## src/rtl/bsc_scan_ctrl.sv

```systemverilog
// Boundary-scan capture/shift/update controller for an L = NCELL*NBIT cell chain.
// Optional expected-data compare is built only when BSC_CMP_EN is defined.
`timescale 1ns/1ps
module bsc_scan_ctrl #(
  parameter int NCELL = 4,
  parameter int NBIT  = 3
) (
  input  logic                  tck,
  input  logic                  rst_n,
  input  logic                  start,
  input  logic                  abort,
  input  logic [NCELL*NBIT-1:0] wdata,
  input  logic                  scan_tdo,
`ifdef BSC_CMP_EN
  input  logic [NCELL*NBIT-1:0] exp_data,
  input  logic [NCELL*NBIT-1:0] exp_mask,
  output logic                  mismatch,
`endif
  output logic                  busy,
  output logic                  done,
  output logic [NCELL*NBIT-1:0] rdata,
  output logic                  scan_cdr,
  output logic                  scan_sdr,
  output logic                  scan_udr,
  output logic                  scan_tdi
);

  localparam int L  = NCELL * NBIT;
  localparam int CW = (L > 1) ? $clog2(L) : 1;

  typedef enum logic [2:0] {
    IDLE, CAPTURE, SHIFT, EXIT, UPDATE, DONE
  } state_t;

  state_t         state_q;
  logic [CW-1:0]  cnt_q;
  logic [L-1:0]   sr_q;
  logic [L-1:0]   cap_q;
  logic [L-1:0]   cap_d;
  logic [L-1:0]   rdata_q;
  logic           busy_q;
  logic           done_q;
  logic           cdr_q;
  logic           sdr_q;
  logic           udr_q;
  logic           tdi_q;
`ifdef BSC_CMP_EN
  logic           mism_q;
`endif

  // Chain bits return LSB first, so each sample enters at the top and moves down.
  always_comb begin
    cap_d        = cap_q >> 1;
    cap_d[L-1]   = scan_tdo;
  end

  // Scan sequencer with registered strobes, serial data and result word.
  always_ff @(posedge tck or negedge rst_n) begin
    if (!rst_n) begin
      state_q <= IDLE;
      cnt_q   <= '0;
      sr_q    <= '0;
      cap_q   <= '0;
      rdata_q <= '0;
      busy_q  <= 1'b0;
      done_q  <= 1'b0;
      cdr_q   <= 1'b0;
      sdr_q   <= 1'b0;
      udr_q   <= 1'b0;
      tdi_q   <= 1'b0;
`ifdef BSC_CMP_EN
      mism_q  <= 1'b0;
`endif
    end else begin
      done_q <= 1'b0;
      if (busy_q && abort) begin
        state_q <= IDLE;
        busy_q  <= 1'b0;
        cdr_q   <= 1'b0;
        sdr_q   <= 1'b0;
        udr_q   <= 1'b0;
        tdi_q   <= 1'b0;
      end else begin
        unique case (state_q)
          IDLE: begin
            if (start && !abort) begin
              state_q <= CAPTURE;
              sr_q    <= wdata;
              busy_q  <= 1'b1;
              cdr_q   <= 1'b1;
            end
          end
          CAPTURE: begin
            state_q <= SHIFT;
            cnt_q   <= '0;
            cdr_q   <= 1'b0;
            sdr_q   <= 1'b1;
            tdi_q   <= sr_q[0];
            sr_q    <= sr_q >> 1;
          end
          SHIFT: begin
            cap_q <= cap_d;
            if (cnt_q == CW'(L - 1)) begin
              state_q <= EXIT;
              sdr_q   <= 1'b0;
              tdi_q   <= 1'b0;
            end else begin
              cnt_q <= cnt_q + CW'(1);
              tdi_q <= sr_q[0];
              sr_q  <= sr_q >> 1;
            end
          end
          EXIT: begin
            state_q <= UPDATE;
            udr_q   <= 1'b1;
          end
          UPDATE: begin
            state_q <= DONE;
            udr_q   <= 1'b0;
            busy_q  <= 1'b0;
            done_q  <= 1'b1;
            rdata_q <= cap_q;
`ifdef BSC_CMP_EN
            mism_q  <= |((cap_q ^ exp_data) & exp_mask);
`endif
          end
          DONE: begin
            state_q <= IDLE;
          end
          default: begin
            state_q <= IDLE;
            busy_q  <= 1'b0;
            cdr_q   <= 1'b0;
            sdr_q   <= 1'b0;
            udr_q   <= 1'b0;
            tdi_q   <= 1'b0;
          end
        endcase
      end
    end
  end

  assign busy     = busy_q;
  assign done     = done_q;
  assign rdata    = rdata_q;
  assign scan_cdr = cdr_q;
  assign scan_sdr = sdr_q;
  assign scan_udr = udr_q;
  assign scan_tdi = tdi_q;
`ifdef BSC_CMP_EN
  assign mismatch = mism_q;
`endif

endmodule

```

## config.mk

```make
export PLATFORM = sky130hd
export DESIGN_NAME = bsc_scan_ctrl
export DESIGN_NICKNAME = d
export VERILOG_FILES = /design/src/rtl/bsc_scan_ctrl.sv
export SDC_FILE = /design/constraint.sdc
export NUM_CORES = 1
export LEC_CHECK = 0
export ABC_AREA = 1
export CAP_MARGIN = 25
export CORE_AREA = 2 2 90 71
export DETAILED_ROUTE_END_ITERATION = 10
export DIE_AREA = 0 0 92 73
export GPL_ROUTABILITY_DRIVEN = 0
export SLEW_MARGIN = 10
export SYNTH_ARGS = -nofsm -noshare
export SYNTH_HDL_FRONTEND = slang
export SYNTH_SLANG_ARGS = --single-unit
```

## constraint.sdc

```tcl
create_clock -name tck -period 1.8 [get_ports tck]
set_input_delay 0.36 -clock tck [delete_from_list [all_inputs] [get_ports tck]]
set_output_delay 0.36 -clock tck [all_outputs]
set_load 0.01 [all_outputs]
```

---- After elaboration in Yosys (flattened, before gate mapping) ----
Index checks and enable logic that the tools add are counted.
storage, ports and cells
  memories ................................ 0
  bits in writable memories ............... 0
  ROM bits ................................ 0
  latch bits .............................. 0
  bits of input ports ..................... 17
  bits in registers ....................... 49
  output and inout bits ................... 18
cells by class
  $lt $le $gt $ge ......................... 0
  reductions and logical operators ........ 18
  multipliers ............................. 0
  bitwise gates (word level) .............. 1
  shift-type cells ........................ 0
  equality and inequality tests ........... 14
  $add $sub $neg .......................... 1
  div/mod/pow operators ................... 0
  multiplexer cells ....................... 24
operators by type and width
  kind                 count
  $pmux 12 s3          1
  $mux 12              2
  $reduce_or 4->1      4
  $pmux 3 s5           1
  $reduce_and 2->1     6
  $mux 1               10
  $mux 3               3
  $ne 2x1->1 const B   4
  $pmux 4 s2           1
  $eq 3x2->1 const B   2
  $eq 3x3->1 const B   2
  $ne 3x3->1 const B   2
  $pmux 1 s2           3
  $pmux 1 s3           2
  $add 4x1->4 const B  1
  $eq 4x4->1 const B   1
  $mux 4               1
  $ne 2x2->1 const B   2
  $reduce_and 4->1     1
  $eq 3x1->1 const B   1
  $logic_not 3->1      1
  $reduce_and 3->1     1
  $reduce_bool 3->1    1
  $logic_and 1x1->1    2
  3 further kinds      3

---- Longest topological paths before layout ----
  depth after elaboration ................. 5
  gate-level depth with buffers ........... 9

---- Worst setup path after synthesis ----
No wires, ideal clock.
  path kind ............................... register to register
  from .................................... reg busy_q, in the netlist busy
  to ...................................... reg sr_q[11]
  stages on the path, launching flop included .. 9
  library setup time ...................... 0.117 ns
  arrival ................................. 1.226 ns
  path slack .............................. 0.457 ns
  buffers on the path ..................... 2
  cells stage by stage .................... dfrtp_1 -> nand2_1 -> buf_4 -> inv_1 -> nor2_4 -> nand2_2 -> buf_4 -> nand2_1 -> nand2_1
on the way
  word-level cells in the longest chain between the ends .. 3
ends and longest elaborated chain
  item                               line  text
  start, declared                    41    logic busy_q;
  start signal, assigned             65    busy_q <= 1'b0;
  start signal, assigned             78    busy_q <= 1'b0;
  start signal, assigned             89    busy_q <= 1'b1;
  $logic_and 1x1->1                  76    if (busy_q && abort) begin
  $not 1->1 (no source line)         --
  $reduce_and 4->1 (no source line)  --
  end signal, assigned               88    sr_q <= wdata;
  end signal, assigned               99    sr_q <= sr_q >> 1;
  end signal, assigned               110   sr_q <= sr_q >> 1;
  end, declared                      37    logic [L-1:0] sr_q;
Every way passes these cells.
A chain may end at the register's enable or synchronous reset.

---- Final worst setup path ----
  from .................................... reg udr_q, in the netlist scan_udr
  to ...................................... out scan_udr
RTL lines
  item                    line  text
  start, declared         45    logic udr_q;
  start signal, assigned  69    udr_q <= 1'b0;
  start signal, assigned  81    udr_q <= 1'b0;
  start signal, assigned  115   udr_q <= 1'b1;
  end, declared           24    output logic scan_udr,
No word-level cell between the ends.

==> reports/metrics.cfg <==
[run_status]
status=finished clean

[worst_setup_path]
cpPeakStageDelay_ns=0.55
slowest_stage=clkdlybuf4s50_1
reg2reg_setup_slack_ns=0.28
crit_required_ns=1.44
worst_setup_path_end_kind=output port
cp_num_buf_inv=1
arrival_ns=1.23
worstPathCellList=clkdlybuf4s50_1
start_kind=flop
critical-path-top-delay-family=buffers and inverters
worstPathMaxFanout=2
critical_path_class=flop to output port

[layout]
diodes=0
synthToLayoutAreaGrowth_pct=27.0
final_area_um2=2870
nets=337
drive_above_1_share_pct=9.69

[route]
antenna_left=0
avgViaCountPerCell=4.80
num_vias=1926
drc=0
wl_per_cell_um=12.5
first_pass_iters=4
drt_iter0_drc=143
finalWirelength_mm=5.00

[sta]
finalCriticalPeriod_ns=1.59
max_slew_margin_pct=67.6
worst_slack_ns=0.213
rsz0062_at_grt=no
hold_viol_final=0
setup_viol=0
fmax_ghz=0.630
finalSetupTns_ns=0
fin_skew_ns=0.00424
min_period_over_period_pct=88.2
worstMarginPinSlew_ns=0.486
drv_slew=0

[synth]
netlist_instances=279
synth_fp_nets=297
synth_top_area_share_pct=54.2
synth_area_leaders=dfrtp_1 (54%), nand2_1 (18%), o21ai_0 (5.7%)
synth_top_area_cell=dfrtp_1
ys_seq_area_share_pct=54.2
synth_cell_type_count=22
ys.warnings.count=0
syn_area_per_cell_um2=8.11
synth_seq_cells=49
syn-cell-area_um2=2260

[cts]
postCtsResizedCells=0
clock_sinks=49
cts_root_buffer=clkbuf_8
clk_pin_slew_worst_paths_ns=0.09
cts_setup_buffers=0
cts_tree=built
cts_buffers=5
cts_max_level=2
clk_path_buf_depth=2
insertion_delay_ns=0.30
hold_buffers=0

[floorplan]
fp.dieH_um=73
core_area_um2=5940
start_util_pct=38.1
placementRows=25
die_area_um2=6720
die_w_um=92
io_pins=35

[placement]
io_buffers=34
placed_area_um2=2750
hpwlAfterDp_mm=3.47
pre_cts_ws_ns=0.0576

[global_route]
antenna_found_initial=0
grt_pass1_wl_mm=8.71
grt_pass1_vias=1855
grt-ovfl-total=0
grtUsageTotal_pct=16.4
grt_max_degree=25

[run]
max-cap-violations=0

[power_and_ir_drop]
power_density_nw_per_um2=1700
leakagePower_nw=1.47
ir_drop_mv=0.695

[min_path]
min_path_type=primary input to asynchronous set/reset pin

[cell type report]
class	count	area, um^2
clock inverters	2	37.5
flip-flops and latches	49	1230
well taps	81	101
clock buffers	6	82.6
inverters	28	105
fillers	587	3070
multi-input cells	190	866
repair buffers	45	455
[per-stage QoR]
stage	power (mW)	instances	util, %	hold WS, ns
floorplan	3.27	279	-	0.0644
global placement	4.03	393	46.3	0.342
detailed placement	4.08	393	46.3	0.354
CTS	4.94	401	48.4	0.0174
global route	5.32	401	48.4	0.0284
finish	4.88	401	48.4	0.00291
[layer usage]
| layer | share of wire [%] | GRT usage, % | up-vias |
|---|---|---|---|
| met5 | 0 | 0 | - |
| met1 | 50 | 22.9 | 921 |
| met3 | 3.9 | 3.62 | 5 |
| li1 | - | - | 967 |
| met2 | 45 | 25.8 | 33 |
| met4 | 0.92 | 5.14 | 0 |
[synth_stat cells (all sizes together)]
cell type and count:
a211oi 2, a21oi 2, buf 11, clkbuf 1, dfrtp 49, ha 1, inv 28, nand2 112
nand3 21, nand3b 1, nand4 13, nor2 11, o21ai 26, o21bai 1
[flip-flops by register name, indices dropped and copies added (netlist names)]
signal	flops
scan_udr	1
cap_q	12
done	1
cnt_q	4
state_q	3
scan_tdi	1
rdata	12
scan_sdr	1
scan_cdr	1
busy	1
sr_q	12
[cells in the final DEF (no fill, tap or decap)]
cell type        netlist  final
a211oi_1               2      2
a21oi_1                2      2
buf_12                 0      3
buf_2                  7      1
buf_4                  3      8
bufinv_16              0      1
clkbuf_8               0      6
clkdlybuf4s50_1        0     33
clkinvlp_4             0      1
dfrtp_1               49     49
ha_1                   1      1
inv_1                 25     25
inv_2                  3      3
nand2_1              108    108
nand2_2                3      3
nand2_4                1      1
nand3_1               19     19
nand3_2                2      2
nand3b_1               1      1
nand4_1               13     13
nor2_1                 9      9
nor2_2                 1      1
nor2_4                 1      1
o21ai_0               26     26
o21bai_1               1      1
[logic make-up after synthesis]
logic type	after synthesis	share of synthesized area (%)
DFF	49	54.2
adders and majority gates	1	0.553
and+or+nand+nor	158	30.5
buffers and inverters	40	7.57
AOI/OAI and AO/OA	31	7.19
[path summary, 6_finish.rpt]
check | start | cells past startpoint | endpoint
setup / recovery | scan_udr | 1 | scan_udr
hold / removal | rst_n | 1 | scan_sdr
setup reg to reg | state_q[1] | 8 | sr_q[9]
hold reg to reg | scan_sdr | 2 | scan_sdr
max in group asynchronous | rst_n | 2 | cap_q[1]
min in group tck | scan_sdr | 2 | scan_sdr
[report_power, final]
part | switching (mW) | total, mW | internal, mW
registers | 0.257 | 1.80 | 1.54
clock network | 0.382 | 0.834 | 0.452
logic | 1.34 | 2.24 | 0.907
Power figures use the tool's default switching activity.
